## config.mk

```make
export PLATFORM = sky130hd
export DESIGN_NAME = alu_exception_stage_flat
export DESIGN_NICKNAME = d
export VERILOG_FILES = /design/src/rtl/alu_exception_stage_if.sv /design/src/rtl/alu_exception_stage.sv /design/src/flat_wrapper.sv
export SDC_FILE = /design/constraint.sdc
export NUM_CORES = 1
export LEC_CHECK = 0
export CAP_MARGIN = 25
export CORE_ASPECT_RATIO = 1.75
export CORE_MARGIN = 2
export CORE_UTILIZATION = 45
export CTS_CLUSTER_DIAMETER = 60
export DETAILED_ROUTE_END_ITERATION = 16
export MAX_ROUTING_LAYER = met4
export PLACE_DENSITY = 0.85
export SYNTH_ARGS = -nofsm -noshare
export SYNTH_HDL_FRONTEND = slang
export SYNTH_SLANG_ARGS = --single-unit
export TNS_END_PERCENT = 10
```

## constraint.sdc

```tcl
create_clock -name clk -period 5 [get_ports clk]
set_clock_uncertainty 0.1 [all_clocks]
set_input_delay 1.25 -clock clk [delete_from_list [all_inputs] [get_ports clk]]
set_output_delay 1.25 -clock clk [all_outputs]
set_load 0.01 [all_outputs]
```

## src/rtl/alu_exception_stage_if.sv

```systemverilog
// Bundle between the ALU, the exception stage, the memory stage and the exception handler.
// CNT_W must match the CNT_W of the stage this bundle is connected to.
interface alu_exception_stage_if #(
  parameter int CNT_W = 8
);
  logic              in_valid;
  logic [3:0]        alu_control;
  logic [31:0]       alu_result;
  logic [7:0]        alu_status;
  logic [31:0]       pc;
  logic              exc_ack;

  logic              out_valid;
  logic [31:0]       out_result;
  logic              out_zero;
  logic              out_neg;
  logic              exc_req;
  logic [2:0]        exc_cause;
  logic [31:0]       epc;
  logic [31:0]       bad_addr;
  logic              flush;
  logic              stall;
  logic [CNT_W-1:0]  exc_count;

  modport master (
    output in_valid, alu_control, alu_result, alu_status, pc, exc_ack,
    input  out_valid, out_result, out_zero, out_neg, exc_req, exc_cause,
           epc, bad_addr, flush, stall, exc_count
  );

  modport slave (
    input  in_valid, alu_control, alu_result, alu_status, pc, exc_ack,
    output out_valid, out_result, out_zero, out_neg, exc_req, exc_cause,
           epc, bad_addr, flush, stall, exc_count
  );
endinterface

```

## src/rtl/alu_exception_stage.sv

```systemverilog
// Registered stage after the ALU: forwards results to memory and traps ALU exceptions,
// holding the pipeline until the handler acknowledges.
module alu_exception_stage #(
  parameter int         CNT_W    = 8,
  parameter logic [2:0] EXC_MASK = 3'b111
) (
  input  logic                 clk,
  input  logic                 rst,
  alu_exception_stage_if.slave bus
);

  localparam logic [1:0] IDLE     = 2'd0;
  localparam logic [1:0] TRAP     = 2'd1;
  localparam logic [1:0] WAIT_ACK = 2'd2;

  logic [1:0] state;
  logic       div0;
  logic       movf;
  logic       mis;
  logic [2:0] cause;
  logic       exc_hit;
  logic       unused_status;

  assign unused_status = ^{bus.alu_status[5], bus.alu_status[1:0]};

  // A masked term simply drops out, so a lower-priority cause can still win.
  always_comb begin
    div0 = EXC_MASK[0] & (bus.alu_control == 4'd4) & bus.alu_status[2];
    movf = EXC_MASK[1] & (bus.alu_control == 4'd5) & bus.alu_status[6];
    mis  = EXC_MASK[2] & (((bus.alu_control == 4'd12) & ~bus.alu_status[3]) |
                          ((bus.alu_control == 4'd13) &  bus.alu_status[3]));
    cause = 3'b000;
    if (div0)      cause = 3'b001;
    else if (movf) cause = 3'b010;
    else if (mis)  cause = 3'b100;
    exc_hit = |cause;
  end

  always_ff @(posedge clk) begin
    if (rst) begin
      state          <= IDLE;
      bus.out_valid  <= 1'b0;
      bus.out_result <= 32'd0;
      bus.out_zero   <= 1'b0;
      bus.out_neg    <= 1'b0;
      bus.exc_req    <= 1'b0;
      bus.exc_cause  <= 3'b000;
      bus.epc        <= 32'd0;
      bus.bad_addr   <= 32'd0;
      bus.flush      <= 1'b0;
      bus.stall      <= 1'b0;
      bus.exc_count  <= '0;
    end else begin
      bus.flush <= 1'b0;
      case (state)
        IDLE: begin
          if (bus.in_valid && exc_hit) begin
            state         <= TRAP;
            bus.out_valid <= 1'b0;
            bus.exc_req   <= 1'b1;
            bus.flush     <= 1'b1;
            bus.stall     <= 1'b1;
            bus.epc       <= bus.pc;
            bus.exc_cause <= cause;
            bus.bad_addr  <= cause[2] ? bus.alu_result : 32'd0;
            if (bus.exc_count != {CNT_W{1'b1}})
              bus.exc_count <= bus.exc_count + CNT_W'(1);
          end else begin
            bus.out_valid <= bus.in_valid;
            if (bus.in_valid) begin
              bus.out_result <= bus.alu_result;
              bus.out_zero   <= bus.alu_status[7];
              bus.out_neg    <= bus.alu_status[4];
            end
          end
        end
        // TRAP and WAIT_ACK differ only in the flush pulse, which is cleared above.
        TRAP, WAIT_ACK: begin
          bus.out_valid <= 1'b0;
          if (bus.exc_ack) begin
            state       <= IDLE;
            bus.exc_req <= 1'b0;
            bus.stall   <= 1'b0;
          end else begin
            state <= WAIT_ACK;
          end
        end
        default: state <= IDLE;
      endcase
    end
  end

endmodule
```

## src/flat_wrapper.sv

```systemverilog
// flat-port wrapper written by rule: the top's interface ports become plain ports
module alu_exception_stage_flat 
#(
  parameter int         CNT_W    = 8,
  parameter logic [2:0] EXC_MASK = 3'b111
)
  (clk, rst, bus_in_valid, bus_alu_control, bus_alu_result, bus_alu_status, bus_pc, bus_exc_ack, bus_out_valid, bus_out_result, bus_out_zero, bus_out_neg, bus_exc_req, bus_exc_cause, bus_epc, bus_bad_addr, bus_flush, bus_stall, bus_exc_count);
  alu_exception_stage_if #(.CNT_W(CNT_W)) bus_i ();
  input  logic clk;
  input  logic rst;
  input wire logic [$bits(bus_i.in_valid)-1:0] bus_in_valid;
  input wire logic [$bits(bus_i.alu_control)-1:0] bus_alu_control;
  input wire logic [$bits(bus_i.alu_result)-1:0] bus_alu_result;
  input wire logic [$bits(bus_i.alu_status)-1:0] bus_alu_status;
  input wire logic [$bits(bus_i.pc)-1:0] bus_pc;
  input wire logic [$bits(bus_i.exc_ack)-1:0] bus_exc_ack;
  output wire logic [$bits(bus_i.out_valid)-1:0] bus_out_valid;
  output wire logic [$bits(bus_i.out_result)-1:0] bus_out_result;
  output wire logic [$bits(bus_i.out_zero)-1:0] bus_out_zero;
  output wire logic [$bits(bus_i.out_neg)-1:0] bus_out_neg;
  output wire logic [$bits(bus_i.exc_req)-1:0] bus_exc_req;
  output wire logic [$bits(bus_i.exc_cause)-1:0] bus_exc_cause;
  output wire logic [$bits(bus_i.epc)-1:0] bus_epc;
  output wire logic [$bits(bus_i.bad_addr)-1:0] bus_bad_addr;
  output wire logic [$bits(bus_i.flush)-1:0] bus_flush;
  output wire logic [$bits(bus_i.stall)-1:0] bus_stall;
  output wire logic [$bits(bus_i.exc_count)-1:0] bus_exc_count;
  assign bus_i.in_valid = bus_in_valid;
  assign bus_i.alu_control = bus_alu_control;
  assign bus_i.alu_result = bus_alu_result;
  assign bus_i.alu_status = bus_alu_status;
  assign bus_i.pc = bus_pc;
  assign bus_i.exc_ack = bus_exc_ack;
  assign bus_out_valid = bus_i.out_valid;
  assign bus_out_result = bus_i.out_result;
  assign bus_out_zero = bus_i.out_zero;
  assign bus_out_neg = bus_i.out_neg;
  assign bus_exc_req = bus_i.exc_req;
  assign bus_exc_cause = bus_i.exc_cause;
  assign bus_epc = bus_i.epc;
  assign bus_bad_addr = bus_i.bad_addr;
  assign bus_flush = bus_i.flush;
  assign bus_stall = bus_i.stall;
  assign bus_exc_count = bus_i.exc_count;
  alu_exception_stage #(.CNT_W(CNT_W), .EXC_MASK(EXC_MASK)) u_core (.clk(clk), .rst(rst), .bus(bus_i));
endmodule
```

==> impl.org <==
** STA
- Final total negative setup slack :: 0 ns
- The number of hold violations in the final report is 0.
- RSZ-0062 raised after global routing :: no
- Setup Viol. Count Final :: 0
- The final max-slew violation count is 0.
- Highest attainable clock frequency :: 0.2711 GHz
- Setup slack of the critical path after layout :: 1.312 ns
- Hold timing on the final database bottoms out at a slack of 0.3508 ns.
- Worst slew slack as a fraction of its limit :: 46.24%
- Final min period :: 3.688 ns
- Ratio of final minimum period to clock period :: 73.77%
- At the pin with the least slew margin, the transition time is between 0.8 and 0.9 ns.

** Route
- After detailed routing, the number of vias per cell comes to 5.539.
- After detailed routing, the number of remaining DRC violations is 0.
- Router iterations before antenna repair :: 4
- Dividing the detail-routed wire length by the instance count gives 16.52 um.
- Count of routing violations after the opening detailed-route iteration :: approximately 230
- For this block, the routed nets add up to 13980 um of wire.
- The detail route stage leaves a number of antenna-violating nets equal to 0.
- Detailed-route via count :: between 4000 and 5000

** Layout
- # diodes :: 0
- Final core utilization :: ~73%
- Fin nets :: 795
- Share of layout cells above drive strength 1 :: between 6 and 7%
- The area growth from synthesis to layout is 57.13%.
- Counting the fill cells in the layout gives roughly 700.

** Synthesis
- Library cell with the highest instance count after synthesis :: sky130_fd_sc_hd__dfxtp_1
- Synth cell types :: 47
- Number of enable flip-flop cells after synthesis :: 0
- After synthesis, flip-flops and latches occupy about half of the total area.
- Synth cell count leaders :: sky130_fd_sc_hd__dfxtp_1, sky130_fd_sc_hd__a21oi_1, sky130_fd_sc_hd__nand2_1, sky130_fd_sc_hd__o21ai_0, sky130_fd_sc_hd__clkbuf_1
- Largest area contributor in the synthesized netlist :: sky130_fd_sc_hd__dfxtp_1
- Synth top area cells :: sky130_fd_sc_hd__dfxtp_1, sky130_fd_sc_hd__a21oi_1, sky130_fd_sc_hd__nand2_1, sky130_fd_sc_hd__o21ai_0, sky130_fd_sc_hd__nand3_1
- The mapped netlist covers 4422 um2.
- Dividing the synthesized area by the synthesized cell count gives 8.158 um2.
- In the synthesized netlist the dominant register cell turns out to be sky130_fd_sc_hd__dfxtp_1.
- Counting every net in the synthesized netlist gives 626.
- Counting every instance in the synthesized netlist gives 542.
- The Yosys step of the flow raised 0 warnings.
- For this run, asynchronously set or reset flops after synthesis account for 0%.
- In this run the biggest area consumer among cell types represents approximately half of the synthesized area.
- The synthesized design contains about 110 register bits.

** Worst setup path
- Data arrival time of the worst path :: a little under 4 ns
- For this run, the slowest stage of the critical path takes 0.66 ns.
- Startpoint of the most critical register-to-register path :: u_core.state[0]
- Capture point of the worst reg-to-reg path :: u_core.bus.out_result[8]
- Critical-path cell list :: clkdlybuf4s50_1 > mux2i_1 > a2bb2oi_4 > buf_4 > o21ai_0 > a21oi_1
- The worst setup path is captured at a flop.
- Req. time, crit path :: 5.23 ns
- The kind of cell with the highest combined delay along the critical path is buffers and inverters.
- Slack of the worst reg-to-reg path :: 2.51 ns
- Cells on worst reg2reg path :: 6
- Of all nets on the critical path, the largest fanout is 34.
- Startpoint type of the worst setup path :: input pin
- Number of buffer and inverter stages on the critical path :: 2
- The critical path is of the in2reg type.
- Among all stages on the critical path, the largest delay is contributed by sky130_fd_sc_hd__a2bb2oi_4.

** CTS
- Clock net sink count :: 114
- TritonCTS built the clock tree.
- Setup repair bufs after CTS :: 0
- After clock tree synthesis, the clock-pin slew on the worst setup and hold paths is 0.05 ns.
- Buffer cell driving the clock tree root :: sky130_fd_sc_hd__clkbuf_16
- Buffer depth of the longest clock path :: 2
- # H-tree levels :: 4
- After clock tree synthesis, the repair step resized 0 gates.
- In this run, post-CTS hold repair placed 0 buffers.
- Clock latency on the worst-skew pair, taken at its later pin, is ~0.40 ns.
- Buffers inserted during clock tree synthesis total 17.

** Worst hold path
- The worst hold path passes through 2 cells.
- The min-delay analysis places its worst path in the category reg2reg.
- For hold timing, the worst endpoint is u_core.bus.out_result[25].
- Startpoint of the lowest-slack hold path :: u_core.bus.out_result[25]

** GRT
- The first global-routing pass estimated roughly 22000 um of wire.
- For this run, the total global-route usage over all layers was measured as 27.18%.
- Number of global-route vias before repair :: ~4600
- The total overflow left after global routing is 0.
- Initial antenna violation count :: 0
- Entering global routing, the biggest net connects 61 pins.

** Flow run
- Count of maximum capacitance violations :: 0

** Placement
- Routability-driven placement finished with a final weighted congestion of ~0.8.
- Buffers placed on the I/O ports in this run total around 190.
- DP Worst Slack :: 0.9495 ns
- Estimated wirelength of the detail-placed design :: approximately 9500 um

** Floorplanning
- Effective utilization at floorplan :: 46.41%
- For this design the top-level I/O count stands at 193.
- Die outline area :: 10670 um2
- FP Rows :: 47
- The die is 78.93 um wide.
- From bottom edge to top edge, the die measures 135.1 um.
- Core area :: 9527 um2

** Run status
- The run finished with clean final reports.

** Pwr
- VDD sags by at most 0.3034 mV.
- Static Leakage :: 2.412 nW
- Areal power density over the cells :: 377.6 nW/um2
[cell families (layout without fill, tap and decap cells)]
family	after synthesis	count (layout)	share of synthesized area, %
and+or+nand+nor	174	174	17.63
xor gates and xnor gates	2	2	0.3962
DFF	114	114	51.61
muxes	3	3	0.7357
AOI/OAI and AO/OA	193	193	23.43
buffers and inverters	52	234	5.065
adders and majority gates	4	4	1.132
[through the flow]
step	instances	power, mW	area [um2]
after floorplan	542	1.202	4422
after global placement	814	1.398	6342
after detailed placement	814	1.412	6342
after CTS	846	2.635	6948
after global routing	846	2.714	6948
final	846	2.623	6948
[area by class of cell]
class	count	area (um2)	share of cell area, %
multi-input cells	376	1936	27.86
clock inverters	10	131.4	1.891
well taps	122	152.6	2.197
repair buffers	198	1957	28.17
flip-flops and latches	114	2282	32.85
inverters	4	15.01	0.2161
clock buffers	22	474.2	6.825
[power by group]
part           internal (mW)  switching (mW)  leakage, nW  total (mW)
Combinational          0.187           0.226         1.19       0.414
Clock                  0.819           0.408        0.300        1.23
Sequential             0.957          0.0254        0.926       0.983
Total                   1.96           0.660         2.41        2.62
[metal layers]
metal | GRT usage [%] | part of all wire [%]
met1 | 26.88 | 36
met2 | 49.34 | 54
met3 | 4.467 | 4.7
met4 | 15.80 | 4.6
met5 | - | 0
[flip-flops by register name, indices dropped and copies added, names as in the netlist]
name,count
u_core.bus.bad_addr,32
u_core.bus.epc,32
u_core.bus.out_result,32
u_core.bus.exc_count,8
u_core.bus.exc_cause,3
u_core.state,2
u_core.bus.exc_req,1
u_core.bus.flush,1
u_core.bus.out_neg,1
u_core.bus.out_valid,1
u_core.bus.out_zero,1
[how the worst max path moves through the flow]
stage                       startpoint                      end  slack [ns]  cells past startpoint
global route        bus_alu_control[0]       u_core.bus.epc[26]        1.13                      6
detailed placement  bus_alu_control[0]   u_core.bus.bad_addr[4]        0.95                      6
global placement    bus_alu_control[0]       u_core.bus.epc[24]        1.06                      6
finish              bus_alu_control[0]       u_core.bus.epc[26]        1.31                      6
CTS                 bus_alu_control[0]       u_core.bus.epc[26]        1.34                      6
floorplan           bus_alu_control[1]  u_core.bus.exc_count[2]        2.04                      6
[cells in the final DEF (no fill, tap or decap), types with 5 or more instances in the layout]
cell                              instances
sky130_fd_sc_hd__buf_4                   10
sky130_fd_sc_hd__a21oi_1                106
sky130_fd_sc_hd__nand3_1                 34
sky130_fd_sc_hd__clkinv_2                 5
sky130_fd_sc_hd__o21ai_0                 71
sky130_fd_sc_hd__clkdlybuf4s50_1        188
sky130_fd_sc_hd__nor2_1                   7
sky130_fd_sc_hd__dfxtp_1                114
sky130_fd_sc_hd__clkbuf_16               17
sky130_fd_sc_hd__nand2_1                104
[worst reg2reg max path: stages, from the launching register on]
cell,delay (ns)
sky130_fd_sc_hd__dfxtp_1,0.31
sky130_fd_sc_hd__inv_1,0.10
sky130_fd_sc_hd__ha_1,0.21
sky130_fd_sc_hd__and2_1,0.51
sky130_fd_sc_hd__o221a_2,0.83
sky130_fd_sc_hd__nand2_1,0.18
sky130_fd_sc_hd__a21oi_1,0.18
Note: power is estimated with default switching activity, not from simulation.
